$ cat src/rtl/seg_mux_pkg.sv
// rtl/seg_mux_pkg.sv - shared types, constants and helpers for the seven-segment mux driver
//
// Purpose : state encoding, default timing constants, anode-off pattern,
//           anode-enable helper and phase-counter width helper.
// Ports   : none (package).

package seg_mux_pkg;

    typedef enum logic [1:0] {
        SHOW0,
        BLANK0,
        SHOW1,
        BLANK1
    } mux_state_t;

    localparam int SEG_MUX_REFRESH_DEF = 24000;
    localparam int SEG_MUX_BLANK_DEF   = 480;

    localparam logic [1:0] AN_OFF = 2'b11;

    // Active-low enable pattern that lights only digit idx.
    function automatic logic [1:0] an_for(input logic idx);
        logic [1:0] one_hot;
        one_hot = 2'b01 << idx;
        return ~one_hot;
    endfunction

    // Counter must hold the larger of the two terminal counts.
    function automatic int cnt_width(input int refresh_cycles, input int blank_cycles);
        int max_cycles;
        int w;
        max_cycles = (refresh_cycles > blank_cycles) ? refresh_cycles : blank_cycles;
        w = $clog2(max_cycles);
        return (w < 1) ? 1 : w;
    endfunction

endpackage

$ cat src/rtl/mux_phase_counter.sv
// rtl/mux_phase_counter.sv - phase counter with clear and terminal-count detect
//
// Purpose : counts cycles spent in the current FSM state; done is high while
//           the count equals the terminal value. Stops at terminal (no wrap).
// Ports   : clk      - system clock
//           reset    - synchronous active-high reset (count to 0)
//           clear    - restart count at 0 on the next edge (state entry)
//           terminal - last count value of the current state
//           done     - count equals terminal; high for one cycle when the
//                      owner clears on done

module mux_phase_counter #(
    parameter int WIDTH = 2
) (
    input  logic             clk,
    input  logic             reset,
    input  logic             clear,
    input  logic [WIDTH-1:0] terminal,
    output logic             done
);

    logic [WIDTH-1:0] cnt_q;
    logic [WIDTH-1:0] cnt_d;

    assign done = (cnt_q == terminal);

    always_comb begin
        cnt_d = cnt_q;
        if (clear) begin
            cnt_d = '0;
        end else if (!done) begin
            cnt_d = cnt_q + 1'b1;
        end
    end

    always_ff @(posedge clk) begin
        if (reset) begin
            cnt_q <= '0;
        end else begin
            cnt_q <= cnt_d;
        end
    end

endmodule

$ cat src/rtl/seg_mux_driver.sv
// rtl/seg_mux_driver.sv - time-multiplexed driver for the dual seven-segment display
//
// Purpose : alternately presents digit0/digit1 on s for the downstream
//           segment decoder and drives the matching active-low anode enables.
//           Define SEG_MUX_BLANK_EN to insert BLANK_CYCLES of dead time
//           (both anodes off) between digits; without it the digits
//           alternate back to back and BLANK_CYCLES is ignored.
// Ports   : clk    - system clock
//           reset  - synchronous active-high reset
//           digit0 - hex value for display digit 0
//           digit1 - hex value for display digit 1
//           s      - digit value to the segment decoder
//           an     - active-low anode enables, an[n] lights digit n
//           sel    - index of the digit currently or most recently shown
//           blank  - high while both anodes are off

module seg_mux_driver
    import seg_mux_pkg::*;
#(
    parameter int REFRESH_CYCLES = SEG_MUX_REFRESH_DEF,
    parameter int BLANK_CYCLES   = SEG_MUX_BLANK_DEF
) (
    input  logic       clk,
    input  logic       reset,
    input  logic [3:0] digit0,
    input  logic [3:0] digit1,
    output logic [3:0] s,
    output logic [1:0] an,
    output logic       sel,
    output logic       blank
);

    localparam int CNT_W = cnt_width(REFRESH_CYCLES, BLANK_CYCLES);

    localparam logic [CNT_W-1:0] REFRESH_TERM = CNT_W'(REFRESH_CYCLES - 1);
`ifdef SEG_MUX_BLANK_EN
    localparam logic [CNT_W-1:0] BLANK_TERM   = CNT_W'(BLANK_CYCLES - 1);
`else
    // BLANK1 survives only as the one-cycle reset state.
    localparam logic [CNT_W-1:0] BLANK_TERM   = '0;
`endif

    mux_state_t state_q;
    mux_state_t state_d;

    logic [3:0] s_q;
    logic [3:0] s_d;
    logic [1:0] an_q;
    logic [1:0] an_d;
    logic       sel_q;
    logic       sel_d;
    logic       blank_q;
    logic       blank_d;

    logic [CNT_W-1:0] terminal;
    logic             phase_done;

    // A state change happens exactly when the phase ends, so clearing on
    // done restarts the count on every state entry.
    mux_phase_counter #(
        .WIDTH (CNT_W)
    ) u_phase (
        .clk      (clk),
        .reset    (reset),
        .clear    (phase_done),
        .terminal (terminal),
        .done     (phase_done)
    );

    always_comb begin
        state_d  = state_q;
        s_d      = s_q;
        an_d     = an_q;
        sel_d    = sel_q;
        blank_d  = blank_q;
        terminal = ((state_q == SHOW0) || (state_q == SHOW1)) ? REFRESH_TERM : BLANK_TERM;

        if (phase_done) begin
            unique case (state_q)
`ifdef SEG_MUX_BLANK_EN
                SHOW0:   state_d = BLANK0;
                SHOW1:   state_d = BLANK1;
`else
                SHOW0:   state_d = SHOW1;
                SHOW1:   state_d = SHOW0;
`endif
                BLANK0:  state_d = SHOW1;
                BLANK1:  state_d = SHOW0;
                default: state_d = BLANK1;
            endcase

            // Outputs are loaded on the entry edge of the new state; the
            // digit is captured only here, so mid-slot changes wait for
            // that digit's next slot.
            unique case (state_d)
                SHOW0: begin
                    s_d     = digit0;
                    an_d    = an_for(1'b0);
                    sel_d   = 1'b0;
                    blank_d = 1'b0;
                end
                SHOW1: begin
                    s_d     = digit1;
                    an_d    = an_for(1'b1);
                    sel_d   = 1'b1;
                    blank_d = 1'b0;
                end
                default: begin
                    an_d    = AN_OFF;
                    blank_d = 1'b1;
                end
            endcase
        end
    end

    always_ff @(posedge clk) begin
        if (reset) begin
            state_q <= BLANK1;
            s_q     <= 4'h0;
            an_q    <= AN_OFF;
            sel_q   <= 1'b0;
            blank_q <= 1'b1;
        end else begin
            state_q <= state_d;
            s_q     <= s_d;
            an_q    <= an_d;
            sel_q   <= sel_d;
            blank_q <= blank_d;
        end
    end

    assign s     = s_q;
    assign an    = an_q;
    assign sel   = sel_q;
    assign blank = blank_q;

endmodule

$ cat config.mk
export PLATFORM = sky130hd
export DESIGN_NAME = seg_mux_driver
export DESIGN_NICKNAME = d
export VERILOG_FILES = /design/src/rtl/seg_mux_pkg.sv /design/src/rtl/mux_phase_counter.sv /design/src/rtl/seg_mux_driver.sv
export SDC_FILE = /design/constraint.sdc
export NUM_CORES = 1
export LEC_CHECK = 0
export CAP_MARGIN = 20
export CORE_MARGIN = 5
export CORE_UTILIZATION = 45
export CTS_CLUSTER_DIAMETER = 40
export DETAILED_ROUTE_END_ITERATION = 7
export HOLD_SLACK_MARGIN = 0.12
export MAX_ROUTING_LAYER = met4
export PLACE_DENSITY = 0.77
export RECOVER_POWER = 100
export SYNTH_ARGS = -nofsm -noshare
export SYNTH_HDL_FRONTEND = slang
export SYNTH_SLANG_ARGS = --single-unit
$ cat constraint.sdc
create_clock -name clk -period 4.93 [get_ports clk]
set_input_delay 0.986 -clock clk [delete_from_list [all_inputs] [get_ports clk]]
set_output_delay 0.986 -clock clk [all_outputs]
set_load 0.01 [all_outputs]
* Yosys cells after proc, flatten, opt, wreduce, memory -nomap -nowiden
Index checks and enable logic that the tools add are counted. W data, S select, Z words.
Storage, ports and cells: input bits 10, bits in registers 25
Operators by class: eq/ne operators 5, reduce and logical (&&, ||, !) cells 9, multiplexer cells 7, $add $sub $neg 1
Operator list (count):
- $add A15 B1 Y15 const B | 1
- $eq A15 B15 Y1 | 1
- $mux W15 | 1
- $pmux W2 S2 | 2
- $pmux W4 S2 | 1
- $reduce_or A2 Y1 | 4
- $eq A2 B2 Y1 const B | 3
- $logic_not A2 Y1 | 2
- $eq A2 B1 Y1 const B | 1
- $mux W2 | 1
- $pmux W1 S2 | 1
- $reduce_and A2 Y1 | 1
- $reduce_bool A2 Y1 | 1
- $logic_or A1 B1 Y1 | 1
- $mux W1 | 1

* Logic depth before layout (Yosys ltp)
word-level depth 8, depth in mapped cells 7, mapped depth without buffers 5

* By module
A second synthesis with hierarchy kept.
Unflattened totals: cells, all modules 136, area total of the unflattened synthesis 1214.9 µm²
Modules (own cells, without submodules):
- mux_phase_counter | area each 897.1 µm², instances 1, seq. area each 300.3 µm², cells each 104
- seg_mux_driver | area each 317.8 µm², instances 1, seq. area each 160.2 µm², cells each 32

* Least setup slack after synthesis
OpenSTA, ideal clock, no wires.
path kind input-to-reg, start point input reset, end point register s_q[0] (netlist: s[0]), buffers on the path 2, cell stages on the path 4, data arrival time 1.884 ns, setup time 0.121 ns, slack 2.925 ns, data required time 4.809 ns, cell sequence buf_1 clkbuf_1 nor2_1 mux2_4
RTL lines:
- from (decl) | line seg_mux_driver.sv:24 | input logic reset,
- to (signal assigned) | line seg_mux_driver.sv:119 | s_q <= 4'h0;
- to (signal assigned) | line seg_mux_driver.sv:125 | s_q <= s_d;
- to (decl) | line seg_mux_driver.sv:46 | logic [3:0] s_q;

* Worst setup path after layout
start point register an_q[0] (netlist: an[0]), end point output an[0]
RTL lines:
- from (decl) | line seg_mux_driver.sv:48 | logic [1:0] an_q;
- from (signal assigned) | line seg_mux_driver.sv:126 | an_q <= an_d;
- to (decl) | line seg_mux_driver.sv:28 | output logic [1:0] an,
No word-level cell between the ends.

==> qor.txt <==
critical path cell sequence - dlygate4sd3_1
Compound-Gate Fraction of Synth Area - 0.0471
post-synthesis cell count - 118
Iteration-0 DRC Markers - 49
CP Capture Type - primary output
largest net degree at the start of global routing - 29
CP max-delay cell - dlygate4sd3_1
IO Pins - 18
syn nets - 129
All-Layer GR Usage - 0.129
Tmin final - 2.48 ns
first-pass GRT wire length - 3620 microns
post-CTS setup buffer count - 0
fillers - 233
Buf/Inv on CP - 1
Core Region - 2500 sq um
DRC violations left - 0
CTS tree - yes
Sink Count - 23
fin worst setup slack - 2.45 ns
post-detailed-route count of antenna-violating nets - 0
static leakage - 0.475 nW
die height - 61.5 microns
Pins Over Slew Limit - 0
FF+latch area - 460 sq um
CTS Buf Count - 3
H-tree levels - 1
multi-input combinational cell area - 613 sq um
CTS Root Cell - clkbuf_4
Adder-Cell Fraction of Synth Area - 0.0105
setup tns final - 0 ns
Critical Path RT - 3.94 ns
Pint - 0.000377 W
Post-layout nets - 145
hold crit path type - register to register
Peak supply drop - 0.000328 V
max cap viols - 0
Syn Area/Cell - 10.1 sq um
P_sw - 0.000218 W
Tot Pwr - 0.000595 W
sequential-to-total area share from yosys stat - 0.385
Worst-path clk slew - 0.13 ns
Reg2Reg Setup Slack - 2.90 ns
Crit path arrival time - 1.50 ns
drt via density - 5.64
Detailed Place HPWL - 1590 microns
worst r2r src - u_phase.cnt_q[2]
total length of routed wires - 2210 microns
gpl congestion - 0.795
Avg WL per Cell - 13.5 microns
hold path start - an[1]
Comb pwr share - 0.421
number of synthesized register bits - 23
crit-path leading delay family - buffers and inverters
drt pass-1 iters - 4
critical path startpoint category - register
critical-path maximum fanout - 7
Setup CP Type - register to primary output
Clk pwr share - 0.147
Worst Reg-to-Reg Cells - 4
largest family of logic cells by synthesized area - simple AND/OR/NAND/NOR gates
post-synthesis xor/xnor area fraction - 0.0953
Cell Area, Synth - 1190 sq um
Fin. Hold Viols - 0
worst-skew pair later-pin latency - 0.31 ns
pwr dens - 447 nW/um^2
synth warn - 0
measured slew at the worst slew-check pin - 0.603 ns
initial antenna violation count - 0
port buffer count - 17
Simple-Gate Fraction of Synth Area - 0.296
final-report setup violation count - 0
outcome - completed
worst hold stages - 2
max_slew headroom - 0.597
worst hold slack - 0.529 ns
worst r2r dst - an[0]
Max Buffers Root-to-Sink - 2
Initial Util - 0.478
Reg power frac - 0.431
fraction of layout cells with a size suffix above 1 - 0.0752
Max Fclk - 403 MHz
die area - 3790 sq um
mux contribution to synthesized area - 0.113
Yosys cell types - 30
dpl ws - 2.08 ns
Overflow after GRT - 0
die width - 61.5 microns
vias in the first global route - 856
RSZ-0062 raised after global routing - false
Sw Ratio - 0.367
Area Overhead vs Synth - 11.4%
# hold bufs at CTS - 0
period utilization - 0.504
post-CTS resize count - 0
row count - 18
Antenna Cells - 0
clock skew - 0.00227 ns
CP peak stage delay - 0.66 ns
Hold EP - an[1]
DR vias - 919
==> layout by cell type, fill, tap and decap left out, drive strengths merged <==
cell	instances
clkinv	1
clkbuf	3
inv	3
a21o	1
nor4	6
xnor2	12
o211ai	1
ha	1
nand4	2
nor2b	6
nor2	11
dfxtp	23
buf	1
mux2	5
mux2i	6
nor3	18
o22ai	1
a21oi	1
or4b	1
clkdlybuf4s50	8
nor3b	1
o211a	1
and4	1
nand3	5
dlygate4sd3	9
nand3b	1
xor2	1
nand2	3
==> flip-flops by register name (all words and copies together), names as in the netlist <==
register / flops
u_phase.cnt_q: 15
s: 4
an: 2
sel: 1
state_q: 1
==> Yosys cell counts (all sizes together) <==
library cell | count | area [sq um]
nor3 | 18 | 140
nand3b | 1 | 7.51
nor3b | 1 | 7.51
dfxtp | 23 | 460
nor2b | 6 | 37.5
nor4 | 6 | 52.6
ha | 1 | 12.5
inv | 3 | 11.3
xor2 | 1 | 8.76
clkbuf | 3 | 11.3
nand4 | 2 | 12.5
a21oi | 1 | 5.00
xnor2 | 12 | 105
nand3 | 5 | 25.0
o211ai | 1 | 21.3
a21o | 1 | 7.51
buf | 4 | 40.0
o211a | 1 | 10.0
o22ai | 1 | 12.5
mux2 | 5 | 75.1
or4b | 1 | 10.0
mux2i | 6 | 60.1
nor2 | 11 | 41.3
and4 | 1 | 8.76
nand2 | 3 | 11.3
==> cell families (layout without fill, tap and decap cells) <==
| group | Yosys count | count (layout) |
|---|---|---|
| xor gates and xnor gates | 13 | 13 |
| AOI/OAI and AO/OA | 5 | 5 |
| muxes | 11 | 11 |
| buffers and inverters | 10 | 25 |
| adders and majority gates | 1 | 1 |
| DFF | 23 | 23 |
| and+or+nand+nor | 55 | 55 |
==> final cells by class <==
cell class,instances,area share
inverter,3,0.00846
clock inverter,1,0.00376
timing repair buffer,18,0.136
tap,30,0.0282
multi-input combinational,85,0.461
sequential,23,0.346
clock buffer,3,0.0169
==> per-layer routing <==
| layer | share of wire | wire length (microns) | track usage | vias up |
|---|---|---|---|---|
| met5 | 0 | 0 | - | - |
| met4 | 0 | 0 | 0.0182 | 0 |
| met3 | 0.045 | 100 | 0.0440 | 0 |
| met2 | 0.46 | 1020 | 0.211 | 21 |
| met1 | 0.49 | 1080 | 0.159 | 454 |
| li1 | - | - | - | 444 |
==> power by group through the flow <==
stage,clock network [W],logic [W],registers (W)
detailed placement,0,0.000298,0.000261
finish,0.0000877,0.000251,0.000257
global placement,0,0.000291,0.000261
CTS,0.0000908,0.000299,0.000258
floorplan,0,0.000254,0.000261
global route,0.000100,0.000271,0.000265
==> through the flow <==
| step | area (sq um) | std cells | utilization |
|---|---|---|---|
| detailed placement | 1350 | 158 | 0.541 |
| floorplan | 1190 | 118 | - |
| global route | 1330 | 163 | 0.533 |
| finish | 1330 | 163 | 0.533 |
| global placement | 1350 | 158 | 0.541 |
| CTS | 1380 | 162 | 0.552 |
==> how the worst max path moves through the flow <==
| stage | from | endpoint | slack, ns | cells after the start |
|---|---|---|---|---|
| 4_1_cts | reset | sel | 2.43 | 3 |
| 2_1_floorplan | reset | s[0] | 2.92 | 4 |
| 3_5_place_dp | reset | sel | 2.08 | 3 |
| 3_3_place_gp | reset | sel | 2.16 | 3 |
| 6_report | an[0] | an[0] | 2.45 | 1 |
| 5_1_grt | an[0] | an[0] | 2.37 | 1 |
(Power assumes the default switching activity.)
